## src/rtl/aha_sram_to_axi.sv

```systemverilog
// Single-outstanding bridge from a native SRAM-style request/response port to a
// 64-bit AXI4 manager port. Every request becomes one LEN=0, 8-byte AXI beat.
module aha_sram_to_axi #(
  parameter logic [3:0] AxiId    = 4'h0,
  parameter logic [3:0] AxiCache = 4'b0011,
  parameter logic [2:0] AxiProt  = 3'b010
) (
  input  logic        aclk_i,
  input  logic        aresetn_i,
  // Native request
  input  logic        req_valid_i,
  output logic        req_ready_o,
  input  logic        req_write_i,
  input  logic [31:0] req_addr_i,
  input  logic [63:0] req_wdata_i,
  input  logic [7:0]  req_wstrb_i,
  // Native response
  output logic        rsp_valid_o,
  input  logic        rsp_ready_i,
  output logic [63:0] rsp_rdata_o,
  output logic        rsp_err_o,
  // AW
  output logic [3:0]  m_axi_awid_o,
  output logic [31:0] m_axi_awaddr_o,
  output logic [7:0]  m_axi_awlen_o,
  output logic [2:0]  m_axi_awsize_o,
  output logic [1:0]  m_axi_awburst_o,
  output logic        m_axi_awlock_o,
  output logic [3:0]  m_axi_awcache_o,
  output logic [2:0]  m_axi_awprot_o,
  output logic        m_axi_awvalid_o,
  input  logic        m_axi_awready_i,
  // W
  output logic [63:0] m_axi_wdata_o,
  output logic [7:0]  m_axi_wstrb_o,
  output logic        m_axi_wlast_o,
  output logic        m_axi_wvalid_o,
  input  logic        m_axi_wready_i,
  // B
  input  logic [3:0]  m_axi_bid_i,
  input  logic [1:0]  m_axi_bresp_i,
  input  logic        m_axi_bvalid_i,
  output logic        m_axi_bready_o,
  // AR
  output logic [3:0]  m_axi_arid_o,
  output logic [31:0] m_axi_araddr_o,
  output logic [7:0]  m_axi_arlen_o,
  output logic [2:0]  m_axi_arsize_o,
  output logic [1:0]  m_axi_arburst_o,
  output logic        m_axi_arlock_o,
  output logic [3:0]  m_axi_arcache_o,
  output logic [2:0]  m_axi_arprot_o,
  output logic        m_axi_arvalid_o,
  input  logic        m_axi_arready_i,
  // R
  input  logic [3:0]  m_axi_rid_i,
  input  logic [63:0] m_axi_rdata_i,
  input  logic [1:0]  m_axi_rresp_i,
  input  logic        m_axi_rlast_i,
  input  logic        m_axi_rvalid_i,
  output logic        m_axi_rready_o
);

  localparam logic [2:0] StIdle   = 3'd0;
  localparam logic [2:0] StWr     = 3'd1;
  localparam logic [2:0] StWrResp = 3'd2;
  localparam logic [2:0] StRdAddr = 3'd3;
  localparam logic [2:0] StRdData = 3'd4;
  localparam logic [2:0] StRsp    = 3'd5;

  logic [2:0]  state_q, state_d;
  logic [28:0] addr_q, addr_d;  // 8-byte word address; low bits never leave the bridge
  logic [63:0] wdata_q, wdata_d;
  logic [7:0]  wstrb_q, wstrb_d;
  logic [63:0] rdata_q, rdata_d;
  logic        err_q, err_d;
  logic        aw_done_q, aw_done_d;
  logic        w_done_q, w_done_d;
  logic        req_ready_q, req_ready_d;

  // IDs, RLAST and the low response bit carry no information for a single-beat bridge.
  logic unused_inputs;
  assign unused_inputs = ^{m_axi_bid_i, m_axi_rid_i, m_axi_rlast_i, m_axi_bresp_i[0],
                           m_axi_rresp_i[0], req_addr_i[2:0]};

  // Constant AXI attributes and state-decoded handshake outputs.
  assign m_axi_awid_o    = AxiId;
  assign m_axi_awaddr_o  = {addr_q, 3'b000};
  assign m_axi_awlen_o   = 8'd0;
  assign m_axi_awsize_o  = 3'd3;
  assign m_axi_awburst_o = 2'b01;
  assign m_axi_awlock_o  = 1'b0;
  assign m_axi_awcache_o = AxiCache;
  assign m_axi_awprot_o  = AxiProt;
  assign m_axi_wdata_o   = wdata_q;
  assign m_axi_wstrb_o   = wstrb_q;
  assign m_axi_wlast_o   = 1'b1;
  assign m_axi_arid_o    = AxiId;
  assign m_axi_araddr_o  = {addr_q, 3'b000};
  assign m_axi_arlen_o   = 8'd0;
  assign m_axi_arsize_o  = 3'd3;
  assign m_axi_arburst_o = 2'b01;
  assign m_axi_arlock_o  = 1'b0;
  assign m_axi_arcache_o = AxiCache;
  assign m_axi_arprot_o  = AxiProt;

  assign m_axi_awvalid_o = (state_q == StWr) && !aw_done_q;
  assign m_axi_wvalid_o  = (state_q == StWr) && !w_done_q;
  assign m_axi_bready_o  = (state_q == StWrResp);
  assign m_axi_arvalid_o = (state_q == StRdAddr);
  assign m_axi_rready_o  = (state_q == StRdData);
  assign rsp_valid_o     = (state_q == StRsp);
  assign rsp_rdata_o     = rdata_q;
  assign rsp_err_o       = err_q;
  // Registered so it reads 0 while reset is held and rises the first cycle after release.
  assign req_ready_o     = req_ready_q;

  // Next-state and datapath capture for the transaction sequencer.
  always_comb begin
    state_d   = state_q;
    addr_d    = addr_q;
    wdata_d   = wdata_q;
    wstrb_d   = wstrb_q;
    rdata_d   = rdata_q;
    err_d     = err_q;
    aw_done_d = aw_done_q;
    w_done_d  = w_done_q;
    case (state_q)
      StIdle: begin
        if (req_valid_i && req_ready_q) begin
          addr_d    = req_addr_i[31:3];
          wdata_d   = req_wdata_i;
          wstrb_d   = req_wstrb_i;
          aw_done_d = 1'b0;
          w_done_d  = 1'b0;
          state_d   = req_write_i ? StWr : StRdAddr;
        end
      end
      StWr: begin
        if (m_axi_awvalid_o && m_axi_awready_i) aw_done_d = 1'b1;
        if (m_axi_wvalid_o && m_axi_wready_i)   w_done_d  = 1'b1;
        if (aw_done_d && w_done_d)              state_d   = StWrResp;
      end
      StWrResp: begin
        if (m_axi_bvalid_i) begin
          err_d   = m_axi_bresp_i[1];
          rdata_d = 64'd0;
          state_d = StRsp;
        end
      end
      StRdAddr: begin
        if (m_axi_arready_i) state_d = StRdData;
      end
      StRdData: begin
        if (m_axi_rvalid_i) begin
          err_d   = m_axi_rresp_i[1];
          rdata_d = m_axi_rdata_i;
          state_d = StRsp;
        end
      end
      StRsp: begin
        if (rsp_ready_i) state_d = StIdle;
      end
      default: state_d = StIdle;
    endcase
    req_ready_d = (state_d == StIdle);
  end

  // State registers; reset abandons any in-flight transaction.
  always_ff @(posedge aclk_i or negedge aresetn_i) begin
    if (!aresetn_i) begin
      state_q     <= StIdle;
      addr_q      <= '0;
      wdata_q     <= '0;
      wstrb_q     <= '0;
      rdata_q     <= '0;
      err_q       <= 1'b0;
      aw_done_q   <= 1'b0;
      w_done_q    <= 1'b0;
      req_ready_q <= 1'b0;
    end else begin
      state_q     <= state_d;
      addr_q      <= addr_d;
      wdata_q     <= wdata_d;
      wstrb_q     <= wstrb_d;
      rdata_q     <= rdata_d;
      err_q       <= err_d;
      aw_done_q   <= aw_done_d;
      w_done_q    <= w_done_d;
      req_ready_q <= req_ready_d;
    end
  end

endmodule
```

## config.mk

```make
export PLATFORM = sky130hd
export DESIGN_NAME = aha_sram_to_axi
export DESIGN_NICKNAME = d
export VERILOG_FILES = /design/src/rtl/aha_sram_to_axi.sv
export SDC_FILE = /design/constraint.sdc
export NUM_CORES = 1
export LEC_CHECK = 0
export ABC_AREA = 0
export CAP_MARGIN = 10
export CORE_AREA = 2 2 173 175
export CTS_CLUSTER_SIZE = 28
export DETAILED_ROUTE_END_ITERATION = 10
export DIE_AREA = 0 0 175 177
export PLACE_DENSITY = 0.65
export SLEW_MARGIN = 20
export SYNTH_ARGS = -nofsm -noshare
export SYNTH_HDL_FRONTEND = slang
export SYNTH_SLANG_ARGS = --single-unit
```

## constraint.sdc

```tcl
create_clock -name aclk_i -period 2.47 [get_ports aclk_i]
set_input_delay 0.247 -clock aclk_i [delete_from_list [all_inputs] [get_ports aclk_i]]
set_output_delay 0.247 -clock aclk_i [all_outputs]
set_load 0.05 [all_outputs]
```

==> results.ini <==
[critical_path]
r2r-start=state_q[0]
start_kind=flop
r2r_slack_ns=0.51
cp_slowest_stage_delay_ns=0.59
critical_path.slowest_cell=dlygate4sd2_1
cp.arrival_ns=1.95
critical_path.startpoint=state_q[2]
worstSetupPathType=reg -> out
rr_worst_depth=3
endpoint_kind=output pin
worstPathMaxFanout=9
endpoint=m_axi_bready_o
reg2reg_to=m_axi_wdata_o[12]
cp_cell_sequence=nand2b_1 -> nor2_1 -> dlygate4sd2_1
cp.required_ns=2.22

[die]
die_area_sq_um=31000
pin_count=450
coreArea_sq_um=29200
num_rows=63
initial_core_util_pct=26.3
chipHeight_um=177
die_w_um=175

[logic_synthesis]
synth_top_area_share_pct=56.0
synth.area.top_cells=dfrtp_1, mux2_4, buf_4, nand2_1, mux2_2
synth_cells=627
synth_seq_cells=172
synth_edf_count=0
synthArstFlopShare_pct=100
yosys.area.top_type=dfrtp_1
syn_area_per_cell_sq_um=12.3
ys_seq_area_share_pct=56.0
yosys_warnings=0
synth_area_sq_um=7680
ys.flop_type=dfrtp_1
ys_types=32

[global_route]
antenna_found_initial=4
grt_pass1_wl_um=32200
grt_pass1_vias=5627
gr-total-overflow=0
grt_max_degree=83
grt_usage_pct=13.6

[sta]
hold_ws_ns=0.344
relSlewSlack_pct=60.8
fin_skew_ns=0.0119
finalCritPeriodShare_pct=89.0
rsz0062_at_grt=false
setup_tns_ns=0
worst_slew_pin_slew_ns=0.587
drv_slew=0
max_clock_freq_ghz=0.455
setup_viol=0
hold_violations=0
fin_crit_ns=2.20

[finish]
drive_gt1_share_pct=15.6
fin_nets=1166
fin_cells=1378
post-route-cell-area_sq_um=12100
fill_cells=2768
syn2layout_area_growth_pct=57.0
layout_commonest_cell=clkdlybuf4s50_1
layout_common_cells=clkdlybuf4s50_1, dfrtp_1, nand2_1

[clocking]
htreeDepth=4
cts_tree=yes
cts_num_sinks=172
cts_made_buffers=17
clock_latency_ns=0.44
cts_buffer_depth=2
clkTransAtPathRegs_ns=0.07
clock-root-buffer=clkbuf_16

[placement]
hpwl_um=16100
placed_cells=1345
dpl-instance-area_sq_um=11500
io_buffer_count=378
globalplace.congestion=0.779

[run_status]
status=completed

[job]
drv_cap=0

[drt]
vias_per_cell=4.07
first_pass_iters=4
ant_nets=0
drt_iter0_markers=204
drcViolationCount=0
drt_wl_total_um=21400
vias=5605
wire_per_inst_um=15.5

[power_and_ir_drop]
vdd_drop_max_mv=0.652
power_density_nw_per_um2=1660
total_power_mw=20.0
cellLeakagePower_nw=5.29

[hold_path]
min_delay_path_depth=3
hp-class=in -> reg
worstHoldStart=m_axi_rdata_i[17]

==> Yosys cell counts, types with 2 or more instances <==
master / number
a21oi_1: 4
mux2i_1: 2
buf_1: 2
buf_6: 2
or3_1: 2
buf_4: 86
conb_1: 2
mux2_2: 32
clkbuf_1: 9
buf_2: 12
buf_12: 8
nand2b_1: 3
o21ai_0: 52
nand2_1: 131
nor2_1: 9
o21ai_1: 15
dfrtp_1: 172
mux2_4: 69
and3b_1: 2
==> layout make-up <==
class                      instances  area [sq um]  share of cell area (%)
antenna                            1          2.50                  0.0207
sequential                       172          4300                    35.7
inverter                           1          3.75                  0.0311
tap                              390           488                    4.04
clock buffer                      20           457                    3.78
multi-input combinational        389          2670                    22.1
clock inverter                    11           134                    1.11
timing repair buffer             394          4010                    33.2
==> sequential cells by signal, summed over array words and instances, names as in the netlist <==
name and flops:
state_q 3, addr_q 29, rsp_err_o 1, m_axi_wdata_o 64, req_ready_o 1, m_axi_wstrb_o 8
rsp_rdata_o 64, aw_done_q 1, w_done_q 1
==> worst max-delay path, delay by kind of cell, from the launching register on <==
family	cells	cell delay, ns
buffers and inverters	1	0.59
flip-flops	1	0.47
AND/OR/NAND/NOR	2	0.46
==> power breakdown <==
group	leakage, nW	total (mW)	internal, mW	switching (mW)
logic	2.84	12.3	4.44	7.82
registers	2.17	5.04	4.18	0.865
clock network	0.281	2.73	1.55	1.18
==> cells by family after synthesis <==
logic type | Yosys count | synth area share, %
muxes | 103 | 18.4
and+or+nand+nor | 151 | 7.90
other | 2 | 0.0977
AOI/OAI and AO/OA | 78 | 5.36
DFF | 172 | 56.0
buffers and inverters | 121 | 12.2
==> repair_timing <==
action                                 CTS  global route
endpoints found under the hold margin   51             0
resized for setup                        1             1
setup buffers                            0             0
setup endpoints to repair                1             1
hold buffers                             1             0
==> worst min path at each step <==
| stage | to |
|---|---|
| floorplan | addr_q[0] |
| global placement | addr_q[18] |
| detailed placement | addr_q[18] |
| CTS | rsp_rdata_o[15] |
| global route | rsp_rdata_o[17] |
| finish | rsp_rdata_o[17] |
==> metal layers <==
metal / routed length, um / up-vias / global-route usage (%)
met3: 1880 / 33 / 5.80
met2: 10500 / 272 / 23.0
li1: - / 2622 / -
met1: 8370 / 2672 / 15.4
met5: 44 / - / 0
met4: 554 / 6 / 5.07
==> metrics by stage <==
step	setup slack [ns]	util (%)
2_1_floorplan	0.506	-
3_3_place_gp	0.345	39.2
3_5_place_dp	0.319	39.2
4_1_cts	0.00218	41.2
5_1_grt	0.127	41.3
6_report	0.271	41.3
Power figures use the tool's default switching activity.
